`src/rtl/dtm_uart_cmd_ctrl_pkg.sv`:
```
// Shared types and constants for the UART DTM command sequencer.
//   cmd_t        : command field of the header byte {cmd[2:0], addr[4:0]}
//   addr_t       : register address field of the header byte
//   ctrl_state_t : command sequencer FSM states
package dtm_uart_cmd_ctrl_pkg;

  typedef enum logic [2:0] {
    CMD_READ  = 3'd0,
    CMD_WRITE = 3'd1,
    CMD_RESET = 3'd2
  } cmd_t;

  typedef enum logic [4:0] {
    ADDR_IDCODE = 5'h01,
    ADDR_DMI    = 5'h11
  } addr_t;

  typedef enum logic [2:0] {
    ST_IDLE,
    ST_ESC_SEEN,
    ST_RX_PAYLOAD,
    ST_DMI_REQ,
    ST_DMI_RESP,
    ST_TX_RESP
  } ctrl_state_t;

  localparam int PAYLOAD_BYTES = 6;
  localparam int RESP_BYTES    = 5;
  localparam int IDCODE_BYTES  = 4;

endpackage

```
`src/rtl/dtm_uart_tx_stuffer.sv`:
```
// ESC stuffer on the transmit path. A byte offered on the byte_* handshake is
// forwarded to the UART transmitter; a byte equal to ESC goes out twice and is
// only acknowledged upstream once the second copy has been taken.
//   clk, rst_n              : clock, asynchronous active-low reset
//   byte_valid/data/ready   : upstream byte handshake (data held until ready)
//   tx_valid/data/ready     : UART transmitter handshake
module dtm_uart_tx_stuffer #(
  parameter logic [7:0] ESC = 8'hB1
) (
  input  logic       clk,
  input  logic       rst_n,
  input  logic       byte_valid,
  input  logic [7:0] byte_data,
  output logic       byte_ready,
  output logic       tx_valid,
  output logic [7:0] tx_data,
  input  logic       tx_ready
);

  // High while the second copy of an ESC byte is being offered.
  logic second_q;

  assign tx_valid   = byte_valid;
  assign tx_data    = byte_data;
  assign byte_ready = tx_ready & ((byte_data != ESC) | second_q);

  // NOTE: sequential state is written with non-blocking assignments only, so
  // every flop samples pre-edge values regardless of block ordering.
  always_ff @(posedge clk or negedge rst_n) begin
    if (!rst_n) begin
      second_q <= 1'b0;
    end else if (byte_valid && tx_ready && (byte_data == ESC)) begin
      second_q <= ~second_q;
    end
  end

endmodule

```
`src/rtl/dtm_uart_cmd_ctrl.sv`:
```
// Command sequencer between the UART byte channel and the DMI port.
// Frames ESC-delimited commands, assembles LSB-first payloads into DMI
// requests, captures DMI responses and streams them back over UART TX.
//   clk, rst_n                  : clock, asynchronous active-low reset
//   rx_valid/rx_data/rx_ready   : received byte handshake
//   tx_valid/tx_data/tx_ready   : transmit byte handshake
//   dmi_req_valid/req/req_ready : DMI request {addr[6:0],data[31:0],op[1:0]}
//   dmi_resp_valid/resp/ready   : DMI response {data[31:0],resp[1:0]}
//   dmi_rst_n                   : one-cycle active-low DMI soft reset pulse
//   err                         : sticky timeout / unknown header flag
module dtm_uart_cmd_ctrl
  import dtm_uart_cmd_ctrl_pkg::*;
#(
  parameter logic [7:0]  ESC     = 8'hB1,
  parameter logic [31:0] IDCODE  = 32'h1,
  parameter int          TIMEOUT = 1024
) (
  input  logic        clk,
  input  logic        rst_n,
  input  logic        rx_valid,
  input  logic [7:0]  rx_data,
  output logic        rx_ready,
  output logic        tx_valid,
  output logic [7:0]  tx_data,
  input  logic        tx_ready,
  output logic        dmi_req_valid,
  output logic [40:0] dmi_req,
  input  logic        dmi_req_ready,
  input  logic        dmi_resp_valid,
  input  logic [33:0] dmi_resp,
  output logic        dmi_resp_ready,
  output logic        dmi_rst_n,
  output logic        err
);

  localparam int TW = $clog2(TIMEOUT + 1);

  ctrl_state_t   state_q, state_d, hdr_next;
  logic          ready_en_q, esc_q, wr_q, tx_id_q, dmi_rst_n_q, err_q;
  logic [2:0]    cnt_q;
  logic [40:0]   req_q;
  logic [33:0]   resp_q;
  logic [TW-1:0] tmo_q;

  logic        rx_fire, rx_is_esc, hdr_fire, data_fire, payload_done;
  logic        hdr_write, hdr_reset, hdr_rd_dmi, hdr_rd_id, hdr_bad;
  logic        resp_fire, tmo_hit, tx_fire, tx_last, tx_byte_ready;
  logic [39:0] tx_word;
  logic [7:0]  tx_byte;

  // rx_ready stays low through reset and comes up on the first clock after it.
  assign rx_ready = ready_en_q & (state_q inside {ST_IDLE, ST_ESC_SEEN, ST_RX_PAYLOAD});
  assign rx_fire   = rx_valid & rx_ready;
  assign rx_is_esc = (rx_data == ESC);

  // A non-ESC byte after an unpaired ESC is a header, also mid-payload (abort).
  assign hdr_fire  = rx_fire & ~rx_is_esc &
                     ((state_q == ST_ESC_SEEN) | ((state_q == ST_RX_PAYLOAD) & esc_q));
  // Payload data is any plain byte, or the second ESC of an ESC,ESC pair.
  assign data_fire = rx_fire & (state_q == ST_RX_PAYLOAD) & (rx_is_esc == esc_q);
  assign payload_done = data_fire & (cnt_q == 3'(PAYLOAD_BYTES - 1));

  assign hdr_write  = (rx_data[7:5] == CMD_WRITE) & (rx_data[4:0] == ADDR_DMI);
  assign hdr_reset  = (rx_data[7:5] == CMD_RESET) & (rx_data[4:0] == ADDR_DMI);
  assign hdr_rd_dmi = (rx_data[7:5] == CMD_READ)  & (rx_data[4:0] == ADDR_DMI);
  assign hdr_rd_id  = (rx_data[7:5] == CMD_READ)  & (rx_data[4:0] == ADDR_IDCODE);
  assign hdr_bad    = ~(hdr_write | hdr_reset | hdr_rd_dmi | hdr_rd_id);

  assign resp_fire = (state_q == ST_DMI_RESP) & dmi_resp_valid;
  // A response in the final cycle takes priority over the timeout.
  assign tmo_hit   = (state_q == ST_DMI_RESP) & ~dmi_resp_valid & (tmo_q == TW'(TIMEOUT - 1));

  assign tx_word = tx_id_q ? {8'h00, IDCODE} : {6'b0, resp_q};
  assign tx_byte = tx_word[{cnt_q, 3'b000} +: 8];
  assign tx_fire = (state_q == ST_TX_RESP) & tx_byte_ready;
  assign tx_last = (cnt_q == (tx_id_q ? 3'(IDCODE_BYTES - 1) : 3'(RESP_BYTES - 1)));

  assign dmi_req_valid  = (state_q == ST_DMI_REQ);
  assign dmi_req        = req_q;
  assign dmi_resp_ready = (state_q == ST_DMI_RESP);
  assign dmi_rst_n      = dmi_rst_n_q;
  assign err            = err_q;

  dtm_uart_tx_stuffer #(.ESC(ESC)) u_tx_stuffer (
    .clk        (clk),
    .rst_n      (rst_n),
    .byte_valid (state_q == ST_TX_RESP),
    .byte_data  (tx_byte),
    .byte_ready (tx_byte_ready),
    .tx_valid   (tx_valid),
    .tx_data    (tx_data),
    .tx_ready   (tx_ready)
  );

  always_ff @(posedge clk or negedge rst_n) begin
    if (!rst_n) state_q <= ST_IDLE;
    else        state_q <= state_d;
  end

  // NOTE: every combinational output gets a default before the case, so no
  // path leaves it unassigned and no latch is inferred.
  always_comb begin
    hdr_next = ST_IDLE;
    if (hdr_write | hdr_reset)      hdr_next = ST_RX_PAYLOAD;
    else if (hdr_rd_dmi | hdr_rd_id) hdr_next = ST_TX_RESP;

    state_d = state_q;
    case (state_q)
      ST_IDLE:       if (rx_fire && rx_is_esc) state_d = ST_ESC_SEEN;
      ST_ESC_SEEN:   if (rx_fire) state_d = rx_is_esc ? ST_IDLE : hdr_next;
      ST_RX_PAYLOAD: begin
        if (hdr_fire)          state_d = hdr_next;
        else if (payload_done) state_d = wr_q ? ST_DMI_REQ : ST_IDLE;
      end
      ST_DMI_REQ:    if (dmi_req_ready) state_d = ST_DMI_RESP;
      ST_DMI_RESP:   if (resp_fire || tmo_hit) state_d = ST_IDLE;
      ST_TX_RESP:    if (tx_fire && tx_last) state_d = ST_IDLE;
      default:       state_d = ST_IDLE;
    endcase
  end

  // NOTE: the request/response holding registers are reset too; they are
  // small flops, and a READ right after reset must return zeros.
  always_ff @(posedge clk or negedge rst_n) begin
    if (!rst_n) begin
      ready_en_q  <= 1'b0;
      esc_q       <= 1'b0;
      wr_q        <= 1'b0;
      tx_id_q     <= 1'b0;
      dmi_rst_n_q <= 1'b1;
      err_q       <= 1'b0;
      cnt_q       <= '0;
      req_q       <= '0;
      resp_q      <= '0;
      tmo_q       <= '0;
    end else begin
      ready_en_q <= 1'b1;

      if (state_q == ST_RX_PAYLOAD) begin
        if (rx_fire) esc_q <= rx_is_esc & ~esc_q;
      end else begin
        esc_q <= 1'b0;
      end

      if (hdr_fire) begin
        cnt_q   <= '0;
        wr_q    <= hdr_write;
        tx_id_q <= hdr_rd_id;
        if (hdr_bad) err_q <= 1'b1;
      end else if (data_fire) begin
        cnt_q <= cnt_q + 3'd1;
        // Bytes land LSB-first; only bit 0 of the sixth byte is kept.
        if (wr_q) begin
          if (cnt_q == 3'd5) req_q[40] <= rx_data[0];
          else               req_q[{cnt_q, 3'b000} +: 8] <= rx_data;
        end
      end else if (tx_fire) begin
        cnt_q <= tx_last ? 3'd0 : cnt_q + 3'd1;
      end

      dmi_rst_n_q <= ~(payload_done & ~wr_q);
      if (payload_done && !wr_q) begin
        resp_q <= '0;
        err_q  <= 1'b0;
      end

      if (resp_fire) resp_q <= dmi_resp;
      if (tmo_hit)   err_q  <= 1'b1;

      tmo_q <= (state_q == ST_DMI_RESP) ? tmo_q + 1'b1 : '0;
    end
  end

endmodule

```
`config.mk`:
```
export PLATFORM = sky130hd
export DESIGN_NAME = dtm_uart_cmd_ctrl
export DESIGN_NICKNAME = d
export VERILOG_FILES = /design/src/rtl/dtm_uart_cmd_ctrl_pkg.sv /design/src/rtl/dtm_uart_tx_stuffer.sv /design/src/rtl/dtm_uart_cmd_ctrl.sv
export SDC_FILE = /design/constraint.sdc
export NUM_CORES = 1
export LEC_CHECK = 0
export ABC_AREA = 1
export BUFFER_PORTS_ARGS = -buffer_cell sky130_fd_sc_hd__clkbuf_2
export CAP_MARGIN = 20
export CORE_MARGIN = 1
export CORE_UTILIZATION = 35
export DETAILED_ROUTE_END_ITERATION = 7
export GPL_TIMING_DRIVEN = 0
export PLACE_DENSITY = 0.63
export SYNTH_ARGS = -nofsm -noshare
export SYNTH_HDL_FRONTEND = slang
export SYNTH_SLANG_ARGS = --single-unit
```
`constraint.sdc`:
```
create_clock -name clk -period 1.9 [get_ports clk]
set_input_delay 0.38 -clock clk [delete_from_list [all_inputs] [get_ports clk]]
set_output_delay 0.38 -clock clk [all_outputs]
set_load 0.02 [all_outputs]
```
==> parameters.txt, run 1 <==
Parameter                              Value

Run status
  Result of the run    finished with violations
  Violated checks    setup timing

Layout
  Number of standard cells in the layout, taps in and fillers out    about 1000
  Ant. Diodes    0
  Growth of design area from synthesis to finish    50.2%
  Count of filler cells inserted in the layout    ~1200
  Share of cells above drive strength 1    0.498
  Most frequent cells in the layout    120 x sky130_fd_sc_hd__nand2_1, 94 x sky130_fd_sc_hd__dfrtp_1, 93 x sky130_fd_sc_hd__clkbuf_2
  Fin nets    between 800 and 900
  Most common library cell in the layout ignoring fill and taps    sky130_fd_sc_hd__nand2_1

GRT
  Total gr overflow    0
  Pin count of the biggest net entering global routing    64
  Wire length of the first global-routing pass    around 22000 um
  Via count of the first global-routing pass    4377
  Number of antenna violations at the first check in global routing    0
  Global-route usage over all layers    0.189

Floorplan
  Boundary Pins    around 100
  X dimension of the die    between 100 and 150 um
  Y dimension of the die    about 120 um
  Core region area    about 14000 um2
  Die area    roughly 15000 um2
  # rows    43
  Initial standard-cell utilization of the core    0.360

Clock tree
  Clock network latency to the later pin of the worst-skew pair    0.36 ns
  Total clock sinks    99
  Worst-path clk slew    around 0.070 ns
  CTS tree    yes
  Buffer levels on the longest clock path    2
  Root buffer cell    sky130_fd_sc_hd__clkbuf_16
  TritonCTS Buffers    9
  Total of hold buffers inserted after clock tree synthesis    0
  Depth of the CTS H-tree    3

Worst setup path
  Arrival @ worst endpoint    between 1.5 and 2 ns
  Crit path required time    1.52 ns
  Endpoint type of the worst setup path    output port
  Setup Crit Path Kind    reg -> out
  R2R Path Start    state_q[0]$_DFFE_PN0P_
  Crit start category    flip-flop
  Setup slack on the worst flop-to-flop path    -0.10 ns
  Reg-to-reg critical path endpoint    dmi_req[34]$_DFFE_PN0P_
  Cell count of the worst reg-to-reg path    13
  Maximum fanout encountered on the critical timing path    5

Synthesis
  Net count after synthesis    671
  Average size of a mapped cell    approximately 8.1 um2
  Post-Synthesis Cell Area    around 5000 um2
  Biggest area contributors in the synthesized netlist    sky130_fd_sc_hd__dfrtp_1 49%, sky130_fd_sc_hd__nand2_1 13%, sky130_fd_sc_hd__nand3_1 11%, sky130_fd_sc_hd__inv_1 3.1%, sky130_fd_sc_hd__nor2_1 2.6%
  Ys Warns    0
  Top cell type's share of synthesized area    0.490
  Cell count after synthesis    around 620
  Cell taking the most area after synthesis    sky130_fd_sc_hd__dfrtp_1
  Sequential share of the synthesized area    0.495
  Count of different cell masters after synthesis    38
  Number of flip-flops and latches in the synthesized netlist    slightly below 100

Timing
  Share of the clock period used by the worst path after layout    1.10
  Smallest hold slack    between 0.015 and 0.02 ns
  Max-slew headroom    0.609
  Hold violation total from the final report    0
  Slew at the pin closest to its max-slew limit    roughly 0.6 ns
  Highest Clock Rate    ~0.48 GHz
  Setup slack of the critical path after layout    -0.191 ns
  Final setup vio count    55
  Max-slew violation count    0
  Minimum clock period    roughly 2.1 ns
  Worst Skew    roughly 0.010 ns
  RSZ-0062 raised after global routing    yes

Power and ir drop
  Power Total    7.38 mW
  Peak supply drop    ~0.00084 V
  Leakage    3.70 nW
  Pwr dens    ~1000 nW/um2

Placement
  Number of I/O port buffers    a little over 100
  Final GP Congestion    around 0.82
  Detail Placement HPWL    approximately 9400 um
  Placed Cells    899

Route
  Drt initial violations    305
  Residual DRC    0
  Number of vias per cell after detailed routing    4.96
  Routed length per placed instance    14.8 um
  Routed vias    4826
  Count of TritonRoute iterations in the first routing pass    5
  Routed Wire Length    14400 um
  DRT antenna net count    0

Hold path
  Worst Hold Class    in -> async

Flow run
  Max Cap Viol    0
==> synthesized netlist by cell type <==
master / number
sky130_fd_sc_hd__nand2_1: 176
sky130_fd_sc_hd__nand3_1: 114
sky130_fd_sc_hd__dfrtp_1: 98
sky130_fd_sc_hd__inv_1: 42
sky130_fd_sc_hd__nor2_1: 35
sky130_fd_sc_hd__o21ai_0: 20
sky130_fd_sc_hd__o21ai_2: 15
sky130_fd_sc_hd__nor3_1: 13
sky130_fd_sc_hd__inv_2: 11
sky130_fd_sc_hd__nand4_1: 11
sky130_fd_sc_hd__a21oi_1: 10
sky130_fd_sc_hd__clkbuf_1: 10
sky130_fd_sc_hd__o21ai_1: 9
sky130_fd_sc_hd__buf_2: 6
sky130_fd_sc_hd__ha_1: 6
sky130_fd_sc_hd__nand2_2: 4
sky130_fd_sc_hd__nor2_2: 4
sky130_fd_sc_hd__buf_1: 3
sky130_fd_sc_hd__nand3_2: 3
sky130_fd_sc_hd__buf_4: 2
sky130_fd_sc_hd__buf_6: 2
sky130_fd_sc_hd__nand2_4: 2
sky130_fd_sc_hd__nand3b_1: 2
sky130_fd_sc_hd__nor2_4: 2
sky130_fd_sc_hd__nor3_4: 2
sky130_fd_sc_hd__xnor2_1: 2
sky130_fd_sc_hd__xor2_1: 2
sky130_fd_sc_hd__and3_4: 1
sky130_fd_sc_hd__conb_1: 1
sky130_fd_sc_hd__dfstp_2: 1
sky130_fd_sc_hd__nand3_4: 1
sky130_fd_sc_hd__nor2_8: 1
sky130_fd_sc_hd__nor3b_1: 1
sky130_fd_sc_hd__nor4_1: 1
sky130_fd_sc_hd__nor4_4: 1
sky130_fd_sc_hd__o22ai_1: 1
sky130_fd_sc_hd__o31ai_1: 1
sky130_fd_sc_hd__o41ai_1: 1
==> where the power goes <==
part | internal, mW | switching [mW] | total, mW
combinational | 1.27 | 1.81 | 3.07
sequential | 2.28 | 0.151 | 2.44
clock | 1.03 | 0.845 | 1.87
==> kinds of logic (layout without fill, tap and decap cells) <==
family	after synthesis	in the layout	synth area share
and+or+nand+nor	374	374	0.350
buffers and inverters	76	252	0.0629
AOI/OAI and AO/OA	57	57	0.0697
other	1	1	0.000749
xor gates and xnor gates	4	4	0.00699
DFF	99	99	0.495
adders and majority gates	6	6	0.0150
==> worst max-delay path by stage <==
| stage | start | end | slack [ns] | depth (start not counted) |
|---|---|---|---|---|
| floorplan | cnt_q[0]$_DFFE_PN0P_ | cnt_q[1]$_DFFE_PN0P_ | 0.006 | 12 |
| global placement | rst_n | resp_q[19]$_DFFE_PN0P_ | -0.90 | 1 |
| detailed placement | rx_data[3] | err$_DFFE_PN0P_ | -0.58 | 13 |
| CTS | cnt_q[0]$_DFFE_PN0P_ | tx_data[5] | -0.12 | 8 |
| global route | cnt_q[0]$_DFFE_PN0P_ | tx_data[1] | -0.28 | 10 |
| finish | cnt_q[0]$_DFFE_PN0P_ | tx_data[1] | -0.19 | 10 |
==> through the flow <==
stage	instance area, um2	setup WS [ns]	util	TNS (ns)
floorplan	5040	0.00577	-	0
global placement	5780	-0.903	0.414	-129.18
detailed placement	5810	-0.583	0.417	-40.31
CTS	6550	-0.120	0.470	-0.986
global route	7530	-0.282	0.540	-10.00
finish	7530	-0.191	0.540	-3.24
==> cell type report <==
class,count,area (um2),area share
multi-input cells,442,2960,0.393
flip-flops and latches,99,2480,0.330
repair buffers,162,1170,0.156
clock buffers,9,225,0.0299
well taps,180,225,0.0299
inverters,53,215,0.0286
plain buffers,21,168,0.0223
clock inverters,7,76.3,0.0101
==> state kept, by name, summed over array words and instances, names as in the netlist, 3 cells and up <==
signal   flops
cnt_q        3
dmi_req     41
state_q      3
resp_q      34
tmo_q       11
==> repair_timing <==
item / CTS / global route
gates cloned: 0 / 6
buffers inserted: 26 / 28
endpoints found under the setup margin: 92 / 92
gates resized for setup: 71 / 202
pin swaps: 14 / 53
==> critical path: stages, from the launching register on <==
cell and delay [ns]:
sky130_fd_sc_hd__dfrtp_1 0.41, sky130_fd_sc_hd__buf_6 0.14, sky130_fd_sc_hd__nor2_4 0.15, sky130_fd_sc_hd__buf_6 0.14
sky130_fd_sc_hd__nand2_1 0.05, sky130_fd_sc_hd__nand2_1 0.08, sky130_fd_sc_hd__nand2_1 0.08, sky130_fd_sc_hd__nand2_2 0.10
sky130_fd_sc_hd__nor2_4 0.04, sky130_fd_sc_hd__inv_2 0.05, sky130_fd_sc_hd__buf_6 0.10
==> layer usage <==
layer	global-route usage	up-vias	share of wire
met4	0.0347	0	0.014
li1	-	2384	-
met5	0	-	0
met2	0.301	125	0.49
met3	0.0473	18	0.045
met1	0.262	2299	0.45
Power figures use the tool's default switching activity.
==> run 2: changes to the inputs <==
--- a/config.mk
+++ b/config.mk
@@ -9,10 +9,10 @@
 export BUFFER_PORTS_ARGS = -buffer_cell sky130_fd_sc_hd__clkbuf_2
 export CAP_MARGIN = 20
 export CORE_MARGIN = 1
-export CORE_UTILIZATION = 35
+export CORE_UTILIZATION = 50
 export DETAILED_ROUTE_END_ITERATION = 7
 export GPL_TIMING_DRIVEN = 0
-export PLACE_DENSITY = 0.63
+export PLACE_DENSITY = 0.83
 export SYNTH_ARGS = -nofsm -noshare
 export SYNTH_HDL_FRONTEND = slang
 export SYNTH_SLANG_ARGS = --single-unit
==> run 2 against run 1 <==
Compared with the run above: the run still ends with setup timing left; setup slack lost 0.0085 ns; sequential share of layout area grew 2.6 points; hold slack gained 0.017 ns; count of clock-buffer cells in the layout grew 1; design area shrank 7.4%; utilization grew 18 points.
==> parameters.txt, run 2 (same netlist as run 1, synthesis figures left out) <==
Parameter                              Value

Worst setup path
  Arrival @ worst endpoint    2.36 ns (was 1.71 ns)
  Crit path required time    2.16 ns (was 1.52 ns)
  Reg-to-reg critical path endpoint    dmi_req[32]$_DFFE_PN0P_ (was dmi_req[34]$_DFFE_PN0P_)
  Cell count of the worst reg-to-reg path    11 (was 13)
  R2R Path Start    cnt_q[0]$_DFFE_PN0P_ (was state_q[0]$_DFFE_PN0P_)
  Endpoint type of the worst setup path    flip-flop (was output port)
  Sequence of cells on the critical path    buf_6, clkinvlp_4, ha_4, ha_4, clkinvlp_4, nor2_4, nand2_4, nor2_4, nand2_4, nand2_1, nand2_1 (was buf_6, nor2_4, buf_6, nand2_1, nand2_1, nand2_1, nand2_2, nor2_4, inv_2, buf_6)
  Maximum fanout encountered on the critical timing path    8 (was 5)
  Family with the most delay on the worst path    simple AND/OR/NAND/NOR gates (unchanged)
  Crit start category    flip-flop (unchanged)
  Number of buffers and inverters on the critical path    3 (was 4)
  CP max stage cell    sky130_fd_sc_hd__dfrtp_1 (unchanged)
  Stage delay of the slowest cell on the critical path    0.40 ns (was 0.41 ns)
  Setup slack on the worst flop-to-flop path    -0.20 ns (was -0.10 ns)
  Setup Crit Path Kind    reg -> reg (was reg -> out)

Timing
  Minimum clock period    2.10 ns (was 2.09 ns)
  Setup slack of the critical path after layout    -0.199 ns (was -0.191 ns)
  Smallest hold slack    0.0371 ns (was 0.0197 ns)
  Hold violation total from the final report    0 (unchanged)
  Max-slew violation count    0 (unchanged)
  Worst Skew    0.0103 ns (was 0.00996 ns)
  Final setup vio count    56 (was 55)
  Share of the clock period used by the worst path after layout    1.10 (about the same)
  Summed negative setup slack over all endpoints    -6.32 ns (was -3.24 ns)
  Highest Clock Rate    0.476 GHz (was 0.478 GHz)
  Max-slew headroom    0.582 (was 0.609)
  RSZ-0062 raised after global routing    yes (unchanged)
  Slew at the pin closest to its max-slew limit    0.627 ns (was 0.586 ns)

GRT
  Total gr overflow    0 (unchanged)
  Wire length of the first global-routing pass    21200 um (was 21800 um)
  Via count of the first global-routing pass    4591 (was 4377)
  Pin count of the biggest net entering global routing    57 (was 64)
  Global-route usage over all layers    0.261 (was 0.189)
  Number of antenna violations at the first check in global routing    0 (unchanged)

Floorplan
  Die area    10400 um2 (was 14800 um2)
  Boundary Pins    103 (unchanged)
  Initial standard-cell utilization of the core    0.515 (was 0.360)
  X dimension of the die    102 um (was 122 um)
  Core region area    9730 um2 (was 13900 um2)
  # rows    36 (was 43)
  Y dimension of the die    102 um (was 122 um)

Clock tree
  Clock network latency to the later pin of the worst-skew pair    0.37 ns (was 0.36 ns)
  Worst-path clk slew    0.10 ns (was 0.07 ns)
  Root buffer cell    sky130_fd_sc_hd__clkbuf_8 (was sky130_fd_sc_hd__clkbuf_16)
  Depth of the CTS H-tree    3 (unchanged)
  Total clock sinks    99 (unchanged)
  CTS tree    yes (unchanged)
  Total of hold buffers inserted after clock tree synthesis    0 (unchanged)
  Buffer levels on the longest clock path    2 (unchanged)
  TritonCTS Buffers    9 (unchanged)

Hold path
  Worst Hold Class    in -> async (unchanged)

Power and ir drop
  Comb power frac    0.457 (was 0.416)
  Switching component of the power    2.85 mW (was 2.80 mW)
  Peak supply drop    0.000766 V (was 0.000836 V)
  Fraction of power consumed by sequential logic    0.347 (was 0.330)
  Switching portion of total power    0.408 (was 0.380)
  Leakage    3.53 nW (was 3.70 nW)
  Part of the power in the clock network    0.196 (was 0.254)
  Internal power    4.13 mW (was 4.58 mW)
  Pwr dens    1000 nW/um2 (was 980 nW/um2)

Placement
  Final GP Congestion    0.873 (was 0.823)
  Detail Placement HPWL    9300 um (was 9430 um)
  Cell Area, Placed    5750 um2 (was 5810 um2)
  Number of I/O port buffers    101 (unchanged)

Layout
  Final instance area    6970 um2 (was 7530 um2)
  Most common library cell in the layout ignoring fill and taps    sky130_fd_sc_hd__nand2_1 (unchanged)
  Share of cells above drive strength 1    0.418 (was 0.498)
  Most frequent cells in the layout    136 x sky130_fd_sc_hd__nand2_1, 94 x sky130_fd_sc_hd__clkbuf_2, 94 x sky130_fd_sc_hd__dfrtp_1 (was 120 x sky130_fd_sc_hd__nand2_1, 94 x sky130_fd_sc_hd__dfrtp_1, 93 x sky130_fd_sc_hd__clkbuf_2)
  Flip-flop count of the largest register, all copies and words added    41 (unchanged)
  Fin nets    826 (was 842)
  Growth of design area from synthesis to finish    39.1% (was 50.2%)
  Ant. Diodes    0 (unchanged)

Run status
  Result of the run    finished with violations (unchanged)
  Violated checks    setup timing (unchanged)

Route
  Routed vias    5074 (was 4826)
  Routed Wire Length    14400 um (about the same)
  Routed length per placed instance    15.8 um (was 14.8 um)
  DRT antenna net count    0 (unchanged)
  Number of vias per cell after detailed routing    5.58 (was 4.96)
  Drt initial violations    306 (was 305)
  Count of TritonRoute iterations in the first routing pass    5 (unchanged)
  Residual DRC    0 (unchanged)

Flow run
  Max Cap Viol    0 (unchanged)
run 2: per-layer routing:
metal / vias up / part of all wire / GRT usage
met4: 0 / 0.021 / 0.103
li1: 2349 / - / -
met5: - / 0 / 0
met3: 32 / 0.065 / 0.0321
met2: 230 / 0.51 / 0.446
met1: 2463 / 0.40 / 0.338
run 2: through the flow:
step	worst slack, ns	total power, mW	cells	util
global placement	-0.689	4.27	851	0.588
finish	-0.199	6.98	910	0.716
detailed placement	-0.538	4.35	852	0.591
CTS	-0.156	6.35	886	0.655
global route	-0.292	7.29	910	0.716
floorplan	0.00577	3.78	617	-
run 2: final cells by class:
type                    count  area [um2]
clock buffers              10         128
repair buffers            146        1010
plain buffers              21         141
clock inverters             6        67.6
well taps                 133         166
flip-flops and latches     99        2480
multi-input cells         442        2760
fillers                   740        2760
inverters                  53         215
run 2: worst max path at each step:
stage                                start                 endpoint  slack, ns  depth (start not counted)
floorplan             cnt_q[0]$_DFFE_PN0P_     cnt_q[1]$_DFFE_PN0P_      0.006                         12
global placement                     rst_n   resp_q[18]$_DFFE_PN0P_      -0.69                          1
detailed placement              rx_data[3]          err$_DFFE_PN0P_      -0.54                         13
CTS                   cnt_q[0]$_DFFE_PN0P_               tx_data[1]      -0.16                         10
global route        state_q[1]$_DFFE_PN0P_          err$_DFFE_PN0P_      -0.29                          9
finish                cnt_q[0]$_DFFE_PN0P_  dmi_req[32]$_DFFE_PN0P_      -0.20                         11
run 2: power by group through the flow:
stage / sequential (mW) / clock [mW] / combinational [mW]
global route: 2.44 / 1.45 / 3.40
detailed placement: 2.45 / 0 / 1.91
global placement: 2.44 / 0 / 1.83
CTS: 2.40 / 1.37 / 2.58
finish: 2.42 / 1.37 / 3.19
floorplan: 2.41 / 0 / 1.38
run 2: timing repair:
item / 4_1_cts / 5_1_grt
setup endpoints to repair: 92 / 92
buffers inserted: 19 / 23
pin swaps: 8 / 34
gates resized for setup: 77 / 111
gates cloned: 0 / 2
